<file path="config.mk">
export PLATFORM = sky130hd
export DESIGN_NAME = hid_report_engine
export DESIGN_NICKNAME = d
export VERILOG_FILES = /design/src/rtl/hid_report_engine.sv
export SDC_FILE = /design/constraint.sdc
export NUM_CORES = 1
export LEC_CHECK = 0
export ABC_AREA = 0
export ABC_CLOCK_PERIOD_IN_PS = 6300
export CAP_MARGIN = 10
export CORE_UTILIZATION = 35
export CTS_CLUSTER_DIAMETER = 150
export DETAILED_ROUTE_END_ITERATION = 6
export PLACE_DENSITY = 0.56
export SLEW_MARGIN = 5
export SYNTH_ARGS = -nofsm -noshare
export SYNTH_HDL_FRONTEND = slang
export SYNTH_SLANG_ARGS = --single-unit
</file>
<file path="constraint.sdc">
create_clock -name clk -period 6.3 [get_ports clk]
set_input_delay 1.26 -clock clk [delete_from_list [all_inputs] [get_ports clk]]
set_output_delay 1.26 -clock clk [all_outputs]
set_load 0.02 [all_outputs]
</file>
<file path="src/rtl/hid_report_engine.sv">
// HID mouse report engine: accumulates signed motion and button samples, then streams
// fixed-layout reports one byte at a time, splitting motion larger than +/-127 over reports.
module hid_report_engine #(
    parameter int NUM_BUTTONS = 3,
    parameter int HAS_WHEEL   = 1,
    parameter int REPORT_ID   = 0,
    parameter int DELTA_W     = 12
) (
    input  logic                   clk,
    input  logic                   rst_n,
    input  logic                   in_valid,
    input  logic [7:0]             in_dx,
    input  logic [7:0]             in_dy,
    input  logic [7:0]             in_dwheel,
    input  logic [NUM_BUTTONS-1:0] in_buttons,
    input  logic                   report_req,
    input  logic                   usb_configured,
    output logic [7:0]             tx_data,
    output logic                   tx_valid,
    input  logic                   tx_ready,
    output logic                   tx_last,
    output logic                   busy,
    output logic                   sat_pulse
);
    localparam int         HAS_ID   = (REPORT_ID != 0) ? 1 : 0;
    localparam int         REP_LEN  = HAS_ID + 3 + HAS_WHEEL;
    localparam logic [2:0] LAST_IDX = 3'(REP_LEN - 1);
    localparam logic [7:0] ID_BYTE  = 8'(REPORT_ID);

    typedef logic signed [DELTA_W-1:0] acc_t;
    typedef logic signed [DELTA_W:0]   wide_t;
    typedef enum logic [0:0] {IDLE = 1'b0, SEND = 1'b1} state_t;

    localparam wide_t SUM_MAX   = wide_t'((1 << (DELTA_W - 1)) - 1);
    localparam wide_t SUM_MIN   = -SUM_MAX;
    localparam acc_t  CLAMP_POS = acc_t'(8'sd127);
    localparam acc_t  CLAMP_NEG = -CLAMP_POS;

    // Symmetric saturating add; returns {saturated, sum}.
    function automatic logic [DELTA_W:0] sat_add(input acc_t a, input logic [7:0] d);
        wide_t sum;
        logic  sat;
        acc_t  res;
        sum = wide_t'(a) + wide_t'($signed(d));
        if (sum > SUM_MAX) begin
            sat = 1'b1;
            res = acc_t'(SUM_MAX);
        end else if (sum < SUM_MIN) begin
            sat = 1'b1;
            res = acc_t'(SUM_MIN);
        end else begin
            sat = 1'b0;
            res = acc_t'(sum);
        end
        return {sat, res};
    endfunction

    function automatic acc_t clamp127(input acc_t a);
        acc_t r;
        if (a > CLAMP_POS) begin
            r = CLAMP_POS;
        end else if (a < CLAMP_NEG) begin
            r = CLAMP_NEG;
        end else begin
            r = a;
        end
        return r;
    endfunction

    function automatic logic [7:0] byte_sel(input logic [2:0] idx, input logic [7:0] b,
                                            input logic [7:0] x, input logic [7:0] y,
                                            input logic [7:0] w);
        logic [2:0] k;
        logic [7:0] r;
        k = idx - 3'(HAS_ID);
        if ((HAS_ID != 0) && (idx == 3'd0)) begin
            r = ID_BYTE;
        end else begin
            case (k)
                3'd0:    r = b;
                3'd1:    r = x;
                3'd2:    r = y;
                3'd3:    r = w;
                default: r = 8'h00;
            endcase
        end
        return r;
    endfunction

    state_t             state_q;
    acc_t               acc_x_q, acc_y_q, acc_w_q;
    acc_t               acc_x_d, acc_y_d, acc_w_d;
    logic               pend_q, sat_q, sat_d;
    logic [7:0]         btn_q;
    logic [7:0]         snap_b_q, snap_x_q, snap_y_q, snap_w_q;
    logic [2:0]         idx_q;
    logic [7:0]         tx_data_q;
    logic               tx_valid_q, tx_last_q;

    logic               start_s, xfer_s, final_s, any_nz_s;
    logic [7:0]         dw_s;
    logic [2:0]         nxt_idx_s;
    acc_t               sent_x_s, sent_y_s, sent_w_s;
    acc_t               base_x_s, base_y_s, base_w_s;
    logic [DELTA_W:0]   res_x_s, res_y_s, res_w_s;

    // Accumulator next-state: drain the snapshot on report start, then add this cycle's deltas.
    always_comb begin
        start_s   = (state_q == IDLE) && usb_configured && (report_req || pend_q);
        xfer_s    = (state_q == SEND) && tx_valid_q && tx_ready;
        final_s   = xfer_s && tx_last_q;
        nxt_idx_s = idx_q + 3'd1;
        dw_s      = (HAS_WHEEL != 0) ? in_dwheel : 8'h00;
        sent_x_s  = clamp127(acc_x_q);
        sent_y_s  = clamp127(acc_y_q);
        sent_w_s  = clamp127(acc_w_q);
        base_x_s  = start_s ? (acc_x_q - sent_x_s) : acc_x_q;
        base_y_s  = start_s ? (acc_y_q - sent_y_s) : acc_y_q;
        base_w_s  = start_s ? (acc_w_q - sent_w_s) : acc_w_q;
        res_x_s   = sat_add(base_x_s, in_dx);
        res_y_s   = sat_add(base_y_s, in_dy);
        res_w_s   = sat_add(base_w_s, dw_s);
        if (!usb_configured) begin
            acc_x_d = '0;
            acc_y_d = '0;
            acc_w_d = '0;
            sat_d   = 1'b0;
        end else if (in_valid) begin
            acc_x_d = res_x_s[DELTA_W-1:0];
            acc_y_d = res_y_s[DELTA_W-1:0];
            acc_w_d = res_w_s[DELTA_W-1:0];
            sat_d   = res_x_s[DELTA_W] | res_y_s[DELTA_W] | res_w_s[DELTA_W];
        end else begin
            acc_x_d = base_x_s;
            acc_y_d = base_y_s;
            acc_w_d = base_w_s;
            sat_d   = 1'b0;
        end
        any_nz_s = (acc_x_d != '0) || (acc_y_d != '0) || (acc_w_d != '0);
    end

    // Report FSM with registered byte stream, pending flag and button latch.
    always_ff @(posedge clk) begin
        if (!rst_n) begin
            state_q    <= IDLE;
            acc_x_q    <= '0;
            acc_y_q    <= '0;
            acc_w_q    <= '0;
            pend_q     <= 1'b0;
            sat_q      <= 1'b0;
            btn_q      <= 8'h00;
            snap_b_q   <= 8'h00;
            snap_x_q   <= 8'h00;
            snap_y_q   <= 8'h00;
            snap_w_q   <= 8'h00;
            idx_q      <= 3'd0;
            tx_data_q  <= 8'h00;
            tx_valid_q <= 1'b0;
            tx_last_q  <= 1'b0;
        end else begin
            acc_x_q <= acc_x_d;
            acc_y_q <= acc_y_d;
            acc_w_q <= acc_w_d;
            sat_q   <= sat_d;
            if (!usb_configured) begin
                btn_q <= 8'h00;
            end else if (in_valid) begin
                btn_q <= 8'(in_buttons);
            end else begin
                btn_q <= btn_q;
            end
            case (state_q)
                IDLE: begin
                    if (start_s) begin
                        snap_b_q   <= btn_q;
                        snap_x_q   <= sent_x_s[7:0];
                        snap_y_q   <= sent_y_s[7:0];
                        snap_w_q   <= sent_w_s[7:0];
                        idx_q      <= 3'd0;
                        tx_data_q  <= byte_sel(3'd0, btn_q, sent_x_s[7:0], sent_y_s[7:0],
                                               sent_w_s[7:0]);
                        tx_valid_q <= 1'b1;
                        tx_last_q  <= 1'b0;
                        pend_q     <= 1'b0;
                        state_q    <= SEND;
                    end else if (!usb_configured) begin
                        pend_q <= 1'b0;
                    end else begin
                        pend_q <= pend_q;
                    end
                end
                SEND: begin
                    if (!usb_configured) begin
                        tx_valid_q <= 1'b0;
                        tx_last_q  <= 1'b0;
                        pend_q     <= 1'b0;
                        state_q    <= IDLE;
                    end else begin
                        // Leftover motion keeps the stream going so big moves are split.
                        if (report_req || (final_s && any_nz_s)) begin
                            pend_q <= 1'b1;
                        end else begin
                            pend_q <= pend_q;
                        end
                        if (final_s) begin
                            tx_valid_q <= 1'b0;
                            tx_last_q  <= 1'b0;
                            state_q    <= IDLE;
                        end else if (xfer_s) begin
                            idx_q     <= nxt_idx_s;
                            tx_data_q <= byte_sel(nxt_idx_s, snap_b_q, snap_x_q, snap_y_q,
                                                  snap_w_q);
                            tx_last_q <= (nxt_idx_s == LAST_IDX);
                        end else begin
                            idx_q <= idx_q;
                        end
                    end
                end
                default: begin
                    tx_valid_q <= 1'b0;
                    tx_last_q  <= 1'b0;
                    state_q    <= IDLE;
                end
            endcase
        end
    end

    assign tx_data   = tx_data_q;
    assign tx_valid  = tx_valid_q;
    assign tx_last   = tx_last_q;
    assign busy      = (state_q == SEND);
    assign sat_pulse = sat_q;

endmodule

</file>
==> flow_summary_export.csv, run 1 <==
group,metric,value,unit
outcome,outcome,"finished clean",
sta,setup_viol,0,
place,dp_slack,0.0611,ns
sta,fin_tns_setup,0,ns
cells_and_area,nets,1271,
yosys,ys_types,98,
cells_and_area,drive_gt1_share,14.9,%
floorplanning,core_area,22800,um^2
place,place_congestion,0.901,
cts,cts_root_buf,"clkbuf_16",
cts,clk_latency,0.35,ns
worst_setup_path,critPathMaxFanout,7,
place,placed_area,9160,um^2
yosys,synth_cells,1091,
cells_and_area,design_area,9790,um^2
sta,slew_headroom,49.8,%
worst_setup_path,r2r_slack,0.30,ns
cts,cts_max_level,3,
route,drc,0,
cells_and_area,num-fill-cells,2327,
cells_and_area,final_util,43.0,%
cts,cts.path.max_buffers,2,
worst_setup_path,path_class,"register to register",
sta,tightest_slew,0.750,ns
worst_setup_path,cp_slowest_cell,"or4_1",
floorplanning,chipHeight,155,um
place,dp_cells,1450,
worst_setup_path,cp.arrival,6.22,ns
floorplanning,die_area,23900,um^2
route,wire_per_inst,16.8,um
worst_setup_path,rr_worst_depth,28,
sta,period_minus_slack,6.00,ns
floorplanning,initial_utilization,35.8,%
sta,setup_slack,0.302,ns
floorplanning,pin_count,45,
yosys,ys_warn_count,0,
cts,postCtsHoldBufs,0,
place,port_buffers,44,
route,drt_iter0_drc,531,
cts,cts_tree,"done",
yosys,synth_flop_cell,"dfxtp_1",
grt,grt_pass1_vias,7641,
power,ir_drop,0.208,mV
cells_and_area,area_growth,20.1,%
route,routed_wl,24800,um
min_path,hold_path.class,"register to register",
grt,grt_remaining_overflow,0,
place,dp_hpwl,19400,um
cells_and_area,diodes,0,
cts,path_clk_slew,0.07,ns
yosys,syn_area_per_cell,7.48,um^2
cells_and_area,finalNonFillerCells,1475,
power,leakagePower,3.99,nW
cells_and_area,multi_input_area,6420,um^2
worst_setup_path,r2r-end,"pend_q$_SDFFE_PN0P_",
worst_setup_path,max_stage_delay,0.51,ns
sta,clock_skew,0.00798,ns
yosys,syn_nets,1205,
route,first_pass_iters,5,
power,power.density,482,nW/um^2
route,via_per_inst,5.63,
worst_setup_path,worst_setup_path_start_kind,"register",
cells_and_area,layout_common_cells,"124 x nor2_1, 94 x nand2_1, 91 x a21oi_1",
yosys,seq_area_frac_synth,20.1,%
power,power.total,4.72,mW
run,maxCapViolations,0,
floorplanning,num_rows,55,
worst_setup_path,cp.required,6.52,ns
cts,clock_sinks,82,
yosys,ys_ff_latch,82,
route,antenna_left,0,
grt,antenna_found_initial,0,
grt,track_usage,20.9,%
sta,slew_viol_final,0,
yosys,syn-cell-area,8160,um^2
worst_setup_path,endpoint,"pend_q$_SDFFE_PN0P_",
sta,fmax,167,MHz
sta,min_period_over_period,95.2,%
cells_and_area,final_common_cell,"nor2_1",
floorplanning,die_w,155,um
grt,grt_pass1_wl,40100,um
route,vias,8310,
worst_setup_path,cp-startpoint,"acc_y_q[3]$_SDFF_PN0_",
cts,numCtsBuffers,9,
sta,whs,0.463,ns
grt,grt_max_degree,45,
cells_and_area,seq_area,1650,um^2
yosys,ys_async_sr_fraction,0,%
sta,hold_violations,0,
yosys,synth_edf_count,0,
worst_setup_path,endpoint_kind,"register",
worst_setup_path,r2r_start,"acc_y_q[3]$_SDFF_PN0_",
-- cells by family (layout without fill, tap and decap cells) --
kind of cell	Yosys count	after routing	synth area share [%]
AOI/OAI and AO/OA	372	372	31.1
xor gates and xnor gates	52	52	5.68
adders and majority gates	85	85	13.5
buffers and inverters	92	163	4.40
DFF	82	82	20.1
muxes	13	13	1.69
and+or+nand+nor	395	395	23.6
-- routing by layer --
metal	track usage, %	vias to the layer above	share of wire, %
met3	2.75	17	5.2
li1	-	4186	-
met1	30.1	3928	49
met5	0	-	0
met4	3.91	0	0.89
met2	33.2	179	45
-- Yosys cell counts (all sizes together) (9+ instances only) --
library cell  count  share of area (%)
nor2            126                5.8
a21oi           102                6.5
nand2            94                4.3
o21ai            87                5.5
dfxtp            82                 20
ha               75                 12
inv              47                2.2
clkbuf           32                1.5
a211oi           31                3.0
nor3             30                1.9
xnor2            30                3.3
nand3            23                1.4
a21o             22                2.0
xor2             22                2.4
a31oi            20                1.8
nand2b           18                1.5
and2             17                1.3
and3             14                1.1
buf              12               0.72
nand4            12               0.92
or2              12               0.92
a22oi            11                1.0
nor4             11               0.92
mux2i            10                1.2
nor2b             9               0.69
o31ai             9               0.89
-- worst max-delay path, delay by kind of cell (launching register included) --
family,cells,cell delay (ns)
AOI/OAI and AO/OA,10,1.54
buffers and inverters,2,0.10
and+or+nand+nor,10,2.42
adders and majority gates,5,1.32
xor gates and xnor gates,1,0.15
DFF,1,0.32
-- repair_timing --
action                                  in CTS  in global routing
gates resized for setup                      0                 73
buffers inserted                             0                  9
endpoints found under the setup margin       0                  7
endpoints found under the hold margin        0                  0
-- report_power, final --
group	total, mW	switching [mW]	internal, mW
Sequential	0.652	0.0664	0.585
Clock	0.529	0.250	0.278
Combinational	3.54	2.03	1.51
Total	4.72	2.35	2.37
-- registers in the layout, indices dropped and copies added (netlist names), 3 cells and up --
name	cells
acc_y_q	12
idx_q	3
acc_x_q	12
snap_y_q	8
snap_w_q	8
snap_b_q	3
acc_w_q	12
btn_q	3
tx_data	8
snap_x_q	8
-- area by class of cell --
| cell class | count | area share (%) |
|---|---|---|
| Multi-Input combinational cell | 917 | 65.6 |
| Sequential cell | 82 | 16.9 |
| Timing Repair Buffer | 99 | 8.66 |
| Tap cell | 313 | 4.00 |
| Clock buffer | 9 | 2.30 |
| Inverter | 48 | 1.87 |
| Clock inverter | 7 | 0.715 |
-- worst min-delay path by stage --
| stage | endpoint | slack, ns | from | depth (start not counted) |
|---|---|---|---|---|
| 6_report | snap_b_q[0]$_SDFFE_PN0P_ | 0.46 | snap_b_q[0]$_SDFFE_PN0P_ | 2 |
| 5_1_grt | snap_b_q[0]$_SDFFE_PN0P_ | 0.49 | snap_b_q[0]$_SDFFE_PN0P_ | 2 |
| 4_1_cts | snap_b_q[0]$_SDFFE_PN0P_ | 0.46 | snap_b_q[0]$_SDFFE_PN0P_ | 2 |
| 3_5_place_dp | snap_b_q[0]$_SDFFE_PN0P_ | 0.45 | snap_b_q[0]$_SDFFE_PN0P_ | 2 |
| 3_3_place_gp | snap_b_q[0]$_SDFFE_PN0P_ | 0.45 | snap_b_q[0]$_SDFFE_PN0P_ | 2 |
| 2_1_floorplan | snap_b_q[0]$_SDFFE_PN0P_ | 0.44 | snap_b_q[0]$_SDFFE_PN0P_ | 2 |
Note: power is estimated with default switching activity, not from simulation.
==> inputs of run 2 (changes only) <==
Settings changed: SKIP_LAST_GASP set to 1.
==> results of run 2 <==
Same layout as run 1: the final DEF is identical, and so are final timing and power.
